===== src/rtl/regbus_arbiter.sv =====
// -----------------------------------------------------------------------------
// regbus_arbiter
//   Round-robin arbiter and sequencer for the single register-access bus of the
//   register-file top. It serialises NREQ requesters, performs exactly one bus
//   access per grant, returns read data and pulses a per-requester completion.
//
// Ports
//   CLK         clock, all logic on the rising edge
//   RST         asynchronous active-low reset
//   REQ         per-requester request level
//   REQ_WR      per-requester direction (1 = write, 0 = read)
//   REQ_ADDR    packed addresses, requester i at [i*ADDR_W +: ADDR_W]
//   REQ_WDATA   packed write data, requester i at [i*DATA_W +: DATA_W]
//   GNT         one-hot grant, held for the whole transaction
//   DONE        one-hot, single-cycle completion pulse
//   RDATA       data of the last completed read
//   WRITE/READ  single-cycle bus strobes
//   ADDR        bus address
//   WRITE_DATA  bus write data
//   READ_DATA   bus read data, valid READ_LAT cycles after the READ strobe
// -----------------------------------------------------------------------------
module regbus_arbiter #(
  parameter int NREQ     = 4,
  parameter int ADDR_W   = 3,
  parameter int DATA_W   = 2,
  parameter int READ_LAT = 1
) (
  input  logic                     CLK,
  input  logic                     RST,
  input  logic [NREQ-1:0]          REQ,
  input  logic [NREQ-1:0]          REQ_WR,
  input  logic [NREQ*ADDR_W-1:0]   REQ_ADDR,
  input  logic [NREQ*DATA_W-1:0]   REQ_WDATA,
  output logic [NREQ-1:0]          GNT,
  output logic [NREQ-1:0]          DONE,
  output logic [DATA_W-1:0]        RDATA,
  output logic                     WRITE,
  output logic                     READ,
  output logic [ADDR_W-1:0]        ADDR,
  output logic [DATA_W-1:0]        WRITE_DATA,
  input  logic [DATA_W-1:0]        READ_DATA
);

  localparam int PTR_W = (NREQ > 2) ? $clog2(NREQ) : 1;
  localparam int CNT_W = (READ_LAT > 2) ? $clog2(READ_LAT) : 1;

  typedef enum logic [1:0] {ST_IDLE, ST_ISSUE, ST_WAIT, ST_FIN} state_t;

  state_t              state, state_nxt;
  logic [PTR_W-1:0]    ptr;        // last requester served
  logic [PTR_W-1:0]    gnt_idx;    // requester currently granted
  logic [PTR_W-1:0]    sel;        // arbitration winner this cycle
  logic                found;
  logic                pick_wr;
  logic [ADDR_W-1:0]   pick_addr;
  logic [DATA_W-1:0]   pick_wdata;
  logic                lat_wr;
  logic [ADDR_W-1:0]   lat_addr;
  logic [DATA_W-1:0]   lat_wdata;
  logic [CNT_W-1:0]    cnt;        // remaining WAIT cycles minus one

  // Round-robin search: first pass covers requesters above the pointer, the
  // second pass wraps around to 0..ptr, so the last-served requester comes last.
  // NOTE: every signal driven in always_comb gets a default at the top;
  // a path that leaves one unassigned would infer a latch.
  always_comb begin
    found = 1'b0;
    sel   = '0;
    for (int i = 0; i < NREQ; i++) begin
      if (!found && (i > int'(ptr)) && REQ[i]) begin
        found = 1'b1;
        sel   = PTR_W'(i);
      end
    end
    for (int i = 0; i < NREQ; i++) begin
      if (!found && (i <= int'(ptr)) && REQ[i]) begin
        found = 1'b1;
        sel   = PTR_W'(i);
      end
    end
  end

  // Demultiplex the winner's request fields.
  always_comb begin
    pick_wr    = 1'b0;
    pick_addr  = '0;
    pick_wdata = '0;
    for (int i = 0; i < NREQ; i++) begin
      if (int'(sel) == i) begin
        pick_wr    = REQ_WR[i];
        pick_addr  = REQ_ADDR[i*ADDR_W +: ADDR_W];
        pick_wdata = REQ_WDATA[i*DATA_W +: DATA_W];
      end
    end
  end

  // NOTE: sequential state uses non-blocking assignments so every register
  // samples the pre-edge values regardless of statement order.
  always_ff @(posedge CLK or negedge RST) begin
    if (!RST) state <= ST_IDLE;
    else      state <= state_nxt;
  end

  always_comb begin
    state_nxt = state;
    case (state)
      ST_IDLE:  if (found) state_nxt = ST_ISSUE;
      ST_ISSUE: state_nxt = lat_wr ? ST_FIN : ST_WAIT;
      ST_WAIT:  if (cnt == '0) state_nxt = ST_FIN;
      ST_FIN:   state_nxt = ST_IDLE;
      default:  state_nxt = ST_IDLE;
    endcase
  end

  always_ff @(posedge CLK or negedge RST) begin
    if (!RST) begin
      ptr       <= PTR_W'(NREQ - 1);
      gnt_idx   <= '0;
      lat_wr    <= 1'b0;
      lat_addr  <= '0;
      lat_wdata <= '0;
      cnt       <= '0;
      RDATA     <= '0;
    end else begin
      case (state)
        ST_IDLE: begin
          if (found) begin
            gnt_idx   <= sel;
            lat_wr    <= pick_wr;
            lat_addr  <= pick_addr;
            lat_wdata <= pick_wdata;
          end
        end
        ST_ISSUE: begin
          if (!lat_wr) cnt <= CNT_W'(READ_LAT - 1);
        end
        ST_WAIT: begin
          // The edge that ends the last WAIT cycle is the one that sees valid data.
          if (cnt == '0) RDATA <= READ_DATA;
          else           cnt   <= cnt - CNT_W'(1);
        end
        ST_FIN: ptr <= gnt_idx;
        default: ;
      endcase
    end
  end

  // Outputs are decoded from registered state only, so reset clears them at once.
  always_comb begin
    GNT        = '0;
    DONE       = '0;
    WRITE      = 1'b0;
    READ       = 1'b0;
    ADDR       = '0;
    WRITE_DATA = '0;
    for (int i = 0; i < NREQ; i++) begin
      if ((state != ST_IDLE) && (int'(gnt_idx) == i)) GNT[i] = 1'b1;
    end
    if (state != ST_IDLE) ADDR = lat_addr;
    if (state == ST_ISSUE) begin
      WRITE = lat_wr;
      READ  = !lat_wr;
      if (lat_wr) WRITE_DATA = lat_wdata;
    end
    if (state == ST_FIN) DONE = GNT;
  end

endmodule


===== config.mk =====
export PLATFORM = sky130hd
export DESIGN_NAME = regbus_arbiter
export DESIGN_NICKNAME = d
export VERILOG_FILES = /design/src/rtl/regbus_arbiter.sv
export SDC_FILE = /design/constraint.sdc
export NUM_CORES = 1
export LEC_CHECK = 0
export CAP_MARGIN = 20
export CORE_UTILIZATION = 44
export DETAILED_ROUTE_END_ITERATION = 10
export PLACE_DENSITY_LB_ADDON = 0.15
export REMOVE_ABC_BUFFERS = 1
export SLEW_MARGIN = 20
export SYNTH_ARGS = -nofsm -noshare
export SYNTH_HDL_FRONTEND = slang
export SYNTH_SLANG_ARGS = --single-unit

===== constraint.sdc =====
create_clock -name CLK -period 4.8 [get_ports CLK]
set_input_delay 0.96 -clock CLK [delete_from_list [all_inputs] [get_ports CLK]]
set_output_delay 0.96 -clock CLK [all_outputs]
set_load 0.1 [all_outputs]

Yosys cells after proc, flatten, opt, wreduce, memory -nomap -nowiden
Index checks and enable logic that the tools add are counted.
{"block": "totals", "regBits": 15, "latchBits": 0, "ram_bits": 0, "mem_bits_ro": 0, "inputBits": 32, "elab_cells": 103, "memories": 0}
{"block": "op_classes", "add_sub_neg": 1, "multipliers": 0, "n_div": 0, "n_lt_le_gt_ge": 6, "eq_ne": 12, "n_shift": 0, "muxes": 43, "n_bitwise": 1, "n_reduce_logical": 32}
{"cell": "2-to-1 mux 2 bit", "n": 14}
{"cell": "2-to-1 mux 1 bit", "n": 21}
{"cell": "logical AND 1 bit", "n": 16}
{"cell": "2-to-1 mux 3 bit", "n": 5}
{"cell": "equality test 2 bit (second input constant)", "n": 6}
{"cell": "one-hot mux 2 bit (4 select lines)", "n": 1}
{"cell": "AND reduction 2 bit", "n": 4}
{"cell": "zero test 1 bit", "n": 7}
{"cell": "equality test 2 x 1 -> 1 bit (second input constant)", "n": 3}
{"cell": "zero test 2 bit", "n": 3}
{"cell": "inequality test 2 bit (second input constant)", "n": 3}
{"cell": "> comparator 2 bit (first input constant)", "n": 2}
{"cell": "<= comparator 2 bit (first input constant)", "n": 2}
{"cell": "2-to-1 mux 4 bit", "n": 1}
{"cell": "nonzero test 2 bit", "n": 2}
{"cell": "> comparator 1 x 2 -> 1 bit (first input constant)", "n": 1}
{"cell": "<= comparator 1 x 2 -> 1 bit (first input constant)", "n": 1}
{"cell": "one-hot mux 1 bit (2 select lines)", "n": 1}
{"cell": "inverter 1 bit", "n": 1}
{"cell": "subtractor 1 bit (second input constant)", "n": 1}

Depth between registers and ports, before layout
Gate-level depths: netlist of run 1.
{"block": "depth", "depth_word": 31, "depth_mapped": 6, "mapped_depth_nobuf": 6}

Worst setup path after synthesis of run 1
OpenSTA, ideal clock, no wires.
{"block": "synth_timing", "path_kind": "flip-flop to output port", "from": "register state[0]", "to": "output port DONE[0]", "arrival_ns": 2.944, "required_time_ns": 3.840, "setup_slack_ns": 0.896, "path_stages_with_launch": 5, "path_buffers": 1, "path_cell_list": "dfrtp_1 > inv_1 > ha_1 > clkbuf_1 > nor3_1"}
{"block": "synth_between", "elab_chain_cells": 4}
{"element": "start, declared", "line": "49", "rtl": "state_t state, state_nxt;"}
{"element": "start signal, assigned", "line": "101", "rtl": "else state <= state_nxt;"}
{"element": "nonzero test 2 bit", "line": "157", "rtl": "if ((state != ST_IDLE) && (int'(gnt_idx) == i)) GNT[i] = 1'b1;"}
{"element": "logical AND 1 bit", "line": "157"}
{"element": "2-to-1 mux 1 bit", "line": "157"}
{"element": "2-to-1 mux 4 bit (*)", "line": "165", "rtl": "if (state == ST_FIN) DONE = GNT;"}
{"element": "end, declared", "line": "35", "rtl": "output logic [NREQ-1:0] DONE,"}
Every way passes the cells marked *; elsewhere a longest branch is shown, timed or not.

Worst setup path after layout of run 1
{"block": "layout_timing", "from": "register state[0]", "to": "output port GNT[1]"}
{"block": "layout_between", "elab_chain_cells": 3}
{"element": "nonzero test 2 bit", "line": "157"}
{"element": "logical AND 1 bit", "line": "157"}
{"element": "2-to-1 mux 1 bit", "line": "157"}
{"element": "end, declared", "line": "34", "rtl": "output logic [NREQ-1:0] GNT,"}
No other way between the ends.

==> summary.log, run 1 <==
qor: logic_synthesis.synth_cell_area 1070 um2
qor: logic_synthesis.post_synth_num_cell_types 33
qor: setup_path.setup.worst_path.end_class output port
qor: layout.nFillCells 204
qor: layout.nNetsFinal 214
qor: grt.grt_pass1_vias 1105
qor: status.run_status finished, final reports clean
qor: cts.clk_pin_slew 90 ps
qor: layout.layout.cells.most_common sky130_fd_sc_hd__clkdlybuf4s50_1
qor: timing.finalHoldViolations 0
qor: grt.grt_start_max_net_pins 15
qor: detailed_routing.routed_wire_length_per_instance 14.5 um
qor: grt.gr-total-overflow 0
qor: floorplanning.starting_density_of_the_core 47.3%
qor: timing.setup_total_negative_slack 0 ps
qor: floorplanning.die_h 51.3 um
qor: layout.post_layout_nonfiller_instances 205
qor: timing.relSlewSlack 35.1%
qor: timing.max_clock_freq 276 MHz
qor: logic_synthesis.synth_top_cells_by_area sky130_fd_sc_hd__dfrtp_1 28%, sky130_fd_sc_hd__nor2_1 6.7%, sky130_fd_sc_hd__dfstp_2 4.9%
qor: timing.max_slew.worst_pin.slew 971 ps
qor: timing.worst_hold_slack 481 ps
qor: setup_path.critPathLaunchType flop
qor: timing.finalSetupViolCount 0
qor: cts.clock_path_buffers 2
qor: detailed_routing.drc_errors 0
qor: power.power.static_leakage 0.646 nW
qor: timing.timing.clock.skew 7.80 ps
qor: setup_path.required_time_at_the_endpoint_of_the_critical_path 3840 ps
qor: flow_run.cap_violations 0
qor: cts.cts_inserted_buffers 3
qor: timing.final_period_minus_worst_setup_slack 3620 ps
qor: floorplanning.boundaryPins 49
qor: floorplanning.die-area 2630 um2
qor: timing.timing.final.max_slew_violations 0
qor: layout.drive_gt1_share 9.04%
qor: place.io_buffers 48
qor: detailed_routing.routed_via_density 5.74
qor: layout.antenna_cells_inserted 0
qor: power.power_density 755 nW/um2
qor: logic_synthesis.ys_seq_elements 14
qor: setup_path.worst_endpoint_data_arrival_time 2660 ps
qor: place.numPlacedInstances 201
qor: worst_hold_path.hold_path_class flop to flop
qor: timing.grt_setup_unrepaired false
qor: cts.cts_tree yes
qor: detailed_routing.detailedRoute.firstPassIterationCount 4
qor: cts.clk-insertion-delay-late 280 ps
qor: logic_synthesis.synthesis.area_per_instance 8.27 um2
qor: grt.groute.usage.overall 24.3%
qor: logic_synthesis.yosys.area.top_type_share 28.1%
qor: floorplanning.die_width 51.3 um
qor: floorplanning.number_of_standard_cell_rows_in_the_floorplan 17
qor: layout.multi_input_area 663 um2
qor: power.irDropWorstVdd 694 uV
qor: layout.areaGrowthSynthToFinish 50.1%
qor: logic_synthesis.share_of_synthesized_area_occupied_by_flip_flops_and_latches 33.1%
qor: cts.numClockSinks 14
qor: setup_path.critPathMaxFanout 12
qor: cts.holdBufCountCts 0
qor: cts.post_cts_gate_resize_count 0
qor: detailed_routing.dr.first_iter.drc_count 24
qor: layout.final_cell_mix 48 x sky130_fd_sc_hd__clkdlybuf4s50_1, 19 x sky130_fd_sc_hd__nor2_1, 12 x sky130_fd_sc_hd__dfrtp_1, 11 x sky130_fd_sc_hd__nand2_1, 9 x sky130_fd_sc_hd__o21ai_0
qor: detailed_routing.vias 1176
qor: grt.grt_first_pass_wirelength 4710 um
qor: cts.cts_root_buf sky130_fd_sc_hd__clkbuf_4
qor: floorplanning.core-area 2250 um2
qor: logic_synthesis.synth_top_area_cell sky130_fd_sc_hd__dfrtp_1
qor: setup_path.setup.worst_path.class flop to output port
qor: cts.post-cts-setup-buffers 0
qor: layout.final-seq-area 353 um2
qor: logic_synthesis.yosys_warnings 0
qor: place.place.gp.congestion 0.804
qor: grt.grt_antenna_before_repair 0
qor: detailed_routing.wl 2980 um
qor: detailed_routing.drtAntennaViolNets 0
qor: logic_synthesis.synthCells 129
qor: cts.htree_num_levels 1
qor: timing.fin_crit_sh 75.5%
qor: place.detailed_place_hpwl 2310 um
[state kept, by name, indices dropped and copies added (netlist names)]
| register | flops |
|---|---|
| RDATA | 2 |
| gnt_idx | 2 |
| lat_addr | 3 |
| lat_wdata | 2 |
| lat_wr | 1 |
| ptr | 2 |
| state | 2 |
[metal layers]
layer	GRT usage [%]	part of all wire, %
met2	42.3	49
met1	29.1	43
met3	6.25	6.9
met4	7.21	0.71
met5	0	0
[cells by family (layout without fill, tap and decap cells)]
| family | after synthesis | count (layout) | share of synthesized area [%] |
|---|---|---|---|
| muxes | 4 | 4 | 4.22 |
| DFF | 14 | 14 | 33.1 |
| buffers and inverters | 12 | 60 | 4.81 |
| and+or+nand+nor | 59 | 59 | 27.3 |
| adders and majority gates | 4 | 4 | 4.69 |
| AOI/OAI and AO/OA | 36 | 36 | 25.9 |
[final cells by class]
| class | instances | area share (%) |
|---|---|---|
| Sequential cell | 14 | 22.0 |
| Clock buffer | 4 | 2.27 |
| Multi-Input combinational cell | 103 | 41.4 |
| Timing Repair Buffer | 49 | 30.5 |
| Inverter | 7 | 1.64 |
| Tap cell | 28 | 2.19 |
[metrics by stage]
stage / total power [mW] / area (um2) / worst slack [ps] / util (%)
2_1_floorplan: 0.898 / 1040 / 987 / -
3_3_place_gp: 1.10 / 1570 / 1560 / 69.4
3_5_place_dp: 1.12 / 1570 / 1470 / 69.4
4_1_cts: 1.21 / 1600 / 1150 / 71.0
5_1_grt: 1.27 / 1600 / 1040 / 71.0
6_report: 1.21 / 1600 / 1180 / 71.0
[Yosys cell counts]
| cell type | instances |
|---|---|
| sky130_fd_sc_hd__or2_2 | 1 |
| sky130_fd_sc_hd__buf_2 | 2 |
| sky130_fd_sc_hd__o311ai_2 | 1 |
| sky130_fd_sc_hd__nor3_1 | 5 |
| sky130_fd_sc_hd__nand3_1 | 1 |
| sky130_fd_sc_hd__a21oi_1 | 3 |
| sky130_fd_sc_hd__nand2_1 | 11 |
| sky130_fd_sc_hd__inv_1 | 7 |
| sky130_fd_sc_hd__nor2b_1 | 6 |
| sky130_fd_sc_hd__ha_1 | 4 |
| sky130_fd_sc_hd__o22ai_1 | 1 |
| sky130_fd_sc_hd__o41ai_1 | 4 |
| sky130_fd_sc_hd__o41ai_2 | 1 |
| sky130_fd_sc_hd__o211ai_1 | 1 |
| sky130_fd_sc_hd__a2111oi_0 | 6 |
| sky130_fd_sc_hd__a211oi_2 | 1 |
| sky130_fd_sc_hd__o311a_1 | 1 |
| sky130_fd_sc_hd__o221a_2 | 1 |
| sky130_fd_sc_hd__o221ai_1 | 1 |
| sky130_fd_sc_hd__and3_1 | 2 |
| sky130_fd_sc_hd__nand2b_1 | 4 |
| sky130_fd_sc_hd__mux2_2 | 4 |
| sky130_fd_sc_hd__o21ai_1 | 2 |
| sky130_fd_sc_hd__clkbuf_1 | 2 |
| sky130_fd_sc_hd__nor3b_1 | 4 |
| sky130_fd_sc_hd__o31ai_1 | 2 |
| sky130_fd_sc_hd__dfstp_2 | 2 |
| sky130_fd_sc_hd__a22oi_1 | 2 |
| sky130_fd_sc_hd__dfrtp_1 | 12 |
| sky130_fd_sc_hd__and2_1 | 6 |
| sky130_fd_sc_hd__buf_4 | 1 |
| sky130_fd_sc_hd__nor2_1 | 19 |
| sky130_fd_sc_hd__o21ai_0 | 9 |
[power by group]
group | switching [mW] | internal (mW)
combinational | 0.625 | 0.254
sequential | 0.0595 | 0.185
clock | 0.0386 | 0.0462
total | 0.723 | 0.486
[critical path: stages, from the launching register on]
cell	delay, ps
sky130_fd_sc_hd__dfrtp_1	420
sky130_fd_sc_hd__inv_1	80
sky130_fd_sc_hd__ha_1	340
sky130_fd_sc_hd__nand2b_1	250
sky130_fd_sc_hd__nor2_1	130
sky130_fd_sc_hd__clkdlybuf4s50_1	1150
[worst paths after layout]
kind	slack, ps	to	cells after the start	from
max	1180	GNT[1]	5	state[0]$_DFFE_PN0P_
min	480	lat_wdata[0]$_DFFE_PN0P_	2	lat_wdata[0]$_DFFE_PN0P_
max reg2reg	2590	lat_wdata[1]$_DFFE_PN0P_	5	ptr[1]$_DFFE_PN1P_
min reg2reg	480	lat_wdata[0]$_DFFE_PN0P_	2	lat_wdata[0]$_DFFE_PN0P_
max in group asynchronous	3320	gnt_idx[0]$_DFFE_PN0P_	1	RST
min in group asynchronous	1070	state[1]$_DFFE_PN0P_	1	RST
Power figures use the tool's default switching activity.
==> run 2: changes to the inputs <==
--- a/config.mk
+++ b/config.mk
@@ -6,7 +6,7 @@
 export NUM_CORES = 1
 export LEC_CHECK = 0
 export CAP_MARGIN = 20
-export CORE_UTILIZATION = 44
+export CORE_UTILIZATION = 37
 export DETAILED_ROUTE_END_ITERATION = 10
 export PLACE_DENSITY_LB_ADDON = 0.15
 export REMOVE_ABC_BUFFERS = 1
==> constraint.sdc (replaced) <==
create_clock -name CLK -period 3.1 [get_ports CLK]
set_input_delay 0.62 -clock CLK [delete_from_list [all_inputs] [get_ports CLK]]
set_output_delay 0.62 -clock CLK [all_outputs]
set_load 0.1 [all_outputs]
==> run 2 against run 1 <==
  * Final area down 2.0%
  * First-iteration DRC count is 75% higher
  * Combinational power is 50% higher
  * Sequential power rose by 56%
  * Worst hold slack worse by 0.56 ps
  * Critical endpoint unchanged
  * Highest routed layer unchanged
==> summary.log, run 2 (same netlist as run 1, synthesis figures left out) <==
qor: status.run_status finished, final reports clean [unchanged]
qor: setup_path.required_time_at_the_endpoint_of_the_critical_path 2480 ps [was 3840 ps]
qor: power.design_power_total 1.83 mW [was 1.21 mW]
qor: grt.groute.usage.overall 19.5% [was 24.3%]
qor: place.dp_slack 376 ps [was 1470 ps]
qor: grt.grt_first_pass_wirelength 4810 um [was 4710 um]
qor: detailed_routing.dr.first_iter.drc_count 42 [was 24]
qor: floorplanning.die_width 55.7 um [was 51.3 um]
qor: timing.layout_setup_ws 654 ps [was 1180 ps]
qor: timing.timing.clock.skew 0.777 ps [was 7.80 ps]
qor: floorplanning.boundaryPins 49 [unchanged]
qor: power.power.static_leakage 0.679 nW [was 0.646 nW]
qor: grt.grt_pass1_vias 1079 [was 1105]
qor: cts.cts_tree yes [unchanged]
qor: layout.top_register lat_addr [unchanged]
qor: floorplanning.die-area 3100 um2 [was 2630 um2]
qor: floorplanning.core-area 2730 um2 [was 2250 um2]
qor: timing.max_slew.worst_pin.slew 591 ps [was 971 ps]
qor: worst_hold_path.hold_path_class flop to flop [unchanged]
qor: layout.antenna_cells_inserted 0 [unchanged]
qor: timing.timing.final.max_slew_violations 0 [unchanged]
qor: timing.relSlewSlack 60.4% [was 35.1%]
qor: cts.clk-insertion-delay-late 280 ps [about the same]
qor: detailed_routing.vias 1151 [was 1176]
qor: floorplanning.die_h 55.7 um [was 51.3 um]
qor: power.power_density 1170 nW/um2 [was 755 nW/um2]
qor: cts.clk_pin_slew 80 ps [was 90 ps]
qor: timing.worst_hold_slack 480 ps [was 481 ps]
qor: setup_path.setup.worst_path.end_class output port [unchanged]
qor: timing.grt_setup_unrepaired false [unchanged]
qor: timing.fin_crit_sh 78.9%
qor: layout.nNetsFinal 215 [was 214]
qor: detailed_routing.detailedRoute.firstPassIterationCount 4 [unchanged]
qor: detailed_routing.drtAntennaViolNets 0 [unchanged]
qor: grt.grt_start_max_net_pins 17 [was 15]
qor: cts.cts_inserted_buffers 3 [unchanged]
qor: detailed_routing.drc_errors 0 [unchanged]
qor: power.irDropWorstVdd 990 uV [was 694 uV]
qor: layout.drive_gt1_share 19.1% [was 9.04%]
qor: grt.gr-total-overflow 0 [unchanged]
qor: setup_path.critPathLaunchType flop [unchanged]
qor: layout.areaGrowthSynthToFinish 47.1% [was 50.1%]
qor: detailed_routing.wl 2820 um [was 2980 um]
qor: cts.holdBufCountCts 0 [unchanged]
qor: place.detailed_place_hpwl 2330 um [was 2310 um]
qor: setup_path.critPathMaxFanout 12 [unchanged]
qor: timing.final_period_minus_worst_setup_slack 2450 ps
qor: timing.finalHoldViolations 0 [unchanged]
qor: detailed_routing.routed_via_density 5.51 [was 5.74]
qor: place.io_buffers 48 [unchanged]
qor: cts.clock_path_buffers 2 [unchanged]
qor: layout.largest_register_ffs 3 [unchanged]
qor: cts.cts_root_buf sky130_fd_sc_hd__clkbuf_4 [unchanged]
qor: floorplanning.starting_density_of_the_core 39.0% [was 47.3%]
qor: timing.finalSetupViolCount 0 [unchanged]
qor: detailed_routing.routed_wire_length_per_instance 13.5 um [was 14.5 um]
qor: layout.nFillCells 263 [was 204]
qor: place.place.gp.congestion 0.854 [was 0.804]
qor: cts.htree_num_levels 1 [unchanged]
qor: grt.grt_antenna_before_repair 0 [unchanged]
qor: cts.post_cts_gate_resize_count 0 [unchanged]
qor: layout.final_cell_mix 31 x sky130_fd_sc_hd__clkdlybuf4s50_1, 19 x sky130_fd_sc_hd__nor2_1, 19 x sky130_fd_sc_hd__buf_4, 12 x sky130_fd_sc_hd__dfrtp_1, 11 x sky130_fd_sc_hd__nand2_1 [was 48 x sky130_fd_sc_hd__clkdlybuf4s50_1, 19 x sky130_fd_sc_hd__nor2_1, 12 x sky130_fd_sc_hd__dfrtp_1, 11 x sky130_fd_sc_hd__nand2_1, 9 x sky130_fd_sc_hd__o21ai_0]
qor: cts.post-cts-setup-buffers 0 [unchanged]
qor: timing.max_clock_freq 409 MHz
qor: setup_path.setup.worst_path.class flop to output port [unchanged]
qor: floorplanning.number_of_standard_cell_rows_in_the_floorplan 19 [was 17]
qor: cts.numClockSinks 14 [unchanged]
qor: setup_path.worst_endpoint_data_arrival_time 1830 ps [was 2660 ps]
qor: flow_run.cap_violations 0 [unchanged]
qor: layout.layout.cells.most_common sky130_fd_sc_hd__clkdlybuf4s50_1 [unchanged]
==> run 2: path summary, 6_finish.rpt <==
check                                         from                  endpoint  slack [ps]  cells after the start
setup / recovery              state[0]$_DFFE_PN0P_                    GNT[1]         650                      5
hold / removal             lat_addr[0]$_DFFE_PN0P_   lat_addr[0]$_DFFE_PN0P_         480                      2
max in group asynchronous                      RST        lat_wr$_DFFE_PN0P_        2010                      1
setup reg to reg                ptr[0]$_DFFE_PN1P_  lat_wdata[0]$_DFFE_PN0P_        1060                      5
hold reg to reg            lat_addr[0]$_DFFE_PN0P_   lat_addr[0]$_DFFE_PN0P_         480                      2
min in group asynchronous                      RST      state[0]$_DFFE_PN0P_         710                      1
==> run 2: power by group <==
part	internal, mW	total, mW	switching, mW
Combinational	0.367	1.32	0.954
Clock	0.0715	0.130	0.0582
Sequential	0.286	0.380	0.0933
Total	0.725	1.83	1.11
==> run 2: final cells by class <==
type                            count  area (um2)  area share [%]
Clock buffer                        4        36.3            2.31
Inverter                            7        26.3            1.67
Multi-Input combinational cell    103         663            42.2
Sequential cell                    14         353            22.5
Tap cell                           31        38.8            2.47
Timing Repair Buffer               50         453            28.8
==> run 2: critical path, cell delays in order, from the launching register on <==
cell and delay, ps:
sky130_fd_sc_hd__dfrtp_1 410, sky130_fd_sc_hd__inv_1 90, sky130_fd_sc_hd__ha_1 360, sky130_fd_sc_hd__nand2b_1 260, sky130_fd_sc_hd__nor2_1 120, sky130_fd_sc_hd__buf_4 300
==> run 2: metrics by stage <==
step	utilization [%]	setup TNS [ps]	std cells	area, um2
6_report	57.4	0	209	1570
4_1_cts	57.4	0	209	1570
5_1_grt	57.4	0	209	1570
2_1_floorplan	-	-1490	124	1040
3_5_place_dp	56.1	0	205	1530
3_3_place_gp	56.1	0	205	1530
==> run 2: metal layers <==
metal | vias to the layer above | share of wire [%] | GRT usage, %
li1 | 574 | - | -
met1 | 541 | 45 | 23.9
met2 | 32 | 50 | 33.9
met3 | 4 | 5.0 | 4.88
met4 | 0 | 0.60 | 5.00
met5 | - | 0 | 0
==> RTL change: new RTL, settings of run 2 <==
`NREQ`: 4 -> 8.
--- a/src/rtl/regbus_arbiter.sv
+++ b/src/rtl/regbus_arbiter.sv
@@ -20,7 +20,7 @@
 //   READ_DATA   bus read data, valid READ_LAT cycles after the READ strobe
 // -----------------------------------------------------------------------------
 module regbus_arbiter #(
-  parameter int NREQ     = 4,
+  parameter int NREQ     = 8,
   parameter int ADDR_W   = 3,
   parameter int DATA_W   = 2,
   parameter int READ_LAT = 1
Ports: changed (6 resized); port bits go from 49 to 85. The function was not compared with the original's and may differ.
==> RTL change against run 2 <==
  * Combinational power rose by 120%
  * Area after synthesis rose by 74%
  * Sequential power rose by 26%
  * Routed wire length rose by 120%
  * Total power rose by 92%
  * Sequential cell count rose by 2
  * Register-to-register slack got worse by 0.79 ns
  * Design area rose by 100%
  * Fmax fell by 19%
  * Non-clock buffer count rose by 78
  * Setup slack got worse by 0.57 ns
==> RTL change: results <==
set metrics [dict create \
    fin_skew_ns 0.00199 \
    synth-seq-area-share_pct 21.7 \
    cpLargestDelayFamily "compound AO/OA/AOI/OAI gates" \
    first_pass_iters 4 \
    drt-met1-wl_um 2640 \
    wl_met3_um 331 \
    min_path_type "reg2reg" \
    switchingPower_mw 1.94 \
    drt_wl_total_um 6130 \
    dr_wl_met2_um 3020 \
    insertion_delay_ns 0.25 \
    largestRegisters "gnt_idx: 3 flops, lat_addr: 3 flops, ptr: 3 flops" \
    drive_above_1_share_pct 30.3 \
    ys_types 65 \
    vias_per_cell 5.48 \
    worstPathMaxFanout 5 \
    crit_slowest_cell "clkdlybuf4s50_1" \
    grt_pass1_wl_um 9840 \
    hpwl_um 4890 \
    cts_buffers 3 \
    grtUsageMet3_pct 1.66 \
    synth.area.top_cells "dfrtp_1, nor2_1, dfstp_2" \
    fillerInstances 432 \
    antenna_cells 0 \
    nets 425 \
    grt_antenna_before_repair 0 \
    clockBufferDepth 2 \
    status "complete, no violations" \
    crit_arrival_ns 3.15 \
    yosys_warnings 0 \
    dp.cells 422 \
    clk_pin_slew_worst_paths_ns 0.06 \
    grt_pass1_vias 2138 \
    peakVddDrop_uv 591 \
    slew_headroom_pct 52.4 \
    ys_dominant_reg_cell "dfrtp_1" \
    track_usage_pct 23.5 \
    avgRoutedWirePerCell_um 14.3 \
    top_layer "met4" \
    clockRootBuffer "clkbuf_8" \
    p_leak_nw 1.35 \
    slowest_delay_ns 0.49 \
    use_met1_pct 32.1 \
    place_congestion 0.888 \
    use_met2_pct 39.4 \
    syn_area_per_cell_um2 7.71 \
    drtIter0Drc 129 \
    grt_max_degree 18 \
    cts_max_level 1 \
    ys_async_sr_fraction_pct 100 \
    synth_common_cells "nor2_1, nand2_1, o21ai_0" \
    port_buffers 84 \
]
[RTL change: changes by cell type after synthesis, sizes merged, moves of 7 or more]
cell   change
mux2i      +7
a21oi     +11
nand2     +11
nor2      +15
nor3       +7
[RTL change: cells by family (layout without fill, tap and decap cells)]
group	Yosys count	count (layout)	synth area share, %
multiplexers	13	13	7.40
AO/OA/AOI/OAI	73	73	30.2
buffers and inverters	19	138	5.25
AND/OR/NAND/NOR	115	115	32.2
flip-flops	16	16	21.7
adder cells (fa/ha/maj)	5	5	3.23
[RTL change: stage by stage]
stage | hold slack (ns) | area, µm² | power (mW) | setup WS, ns | TNS [ns]
floorplan | 0.324 | 1780 | 2.28 | -1.25 | -4.47
global placement | 0.494 | 3030 | 3.18 | -0.285 | -1.40
detailed placement | 0.502 | 3030 | 3.20 | -0.322 | -1.77
CTS | 0.517 | 3100 | 3.41 | 0.00946 | 0
global route | 0.530 | 3180 | 3.75 | -0.0000928 | -0.0000928
finish | 0.511 | 3180 | 3.52 | 0.0834 | 0
[RTL change: path summary, 6_finish.rpt]
check	depth (start not counted)	to	slack (ns)	start
max in group asynchronous	1	gnt_idx[0]	1.86	RST
setup / recovery	12	lat_wdata[0]	0.08	REQ[3]
setup reg to reg	9	lat_wdata[0]	0.27	ptr[1]
min in group asynchronous	1	RDATA[1]	0.79	RST
hold / removal	1	RDATA[0]	0.51	RDATA[0]
hold reg to reg	1	RDATA[0]	0.51	RDATA[0]
[RTL change: final cells by class]
| cell class | count | area [µm²] | share of cell area, % |
|---|---|---|---|
| multi-input combinational | 206 | 1440 | 45.2 |
| timing repair buffer | 128 | 1180 | 37.0 |
| sequential | 16 | 404 | 12.7 |
| tap | 67 | 83.8 | 2.64 |
| clock buffer | 4 | 55.1 | 1.73 |
| inverter | 6 | 22.5 | 0.709 |
[RTL change: what timing repair did]
action / in CTS / in global routing
buffers inserted: 0 / 1
hold endpoints to repair: 0 / 0
pin swaps: 0 / 1
resized for setup: 3 / 16
endpoints found under the setup margin: 3 / 6
[RTL change: worst reg2reg max path, cell delays in order, from the launching register on]
cell,delay (ns)
dfstp_2,0.71
a2bb2oi_1,0.14
or4_4,0.48
nor3_2,0.26
a221oi_1,0.14
or4_4,0.51
nand2b_2,0.15
a2111oi_1,0.06
buf_4,0.14
a22oi_1,0.16
[RTL change: power groups by stage]
stage          sequential [mW]  combinational [mW]  clock (mW)
3_5_place_dp             0.475                2.73           0
4_1_cts                  0.472                2.75       0.191
3_3_place_gp             0.473                2.70           0
5_1_grt                  0.506                3.05       0.196
2_1_floorplan            0.549                1.73           0
6_report                 0.477                2.85       0.187
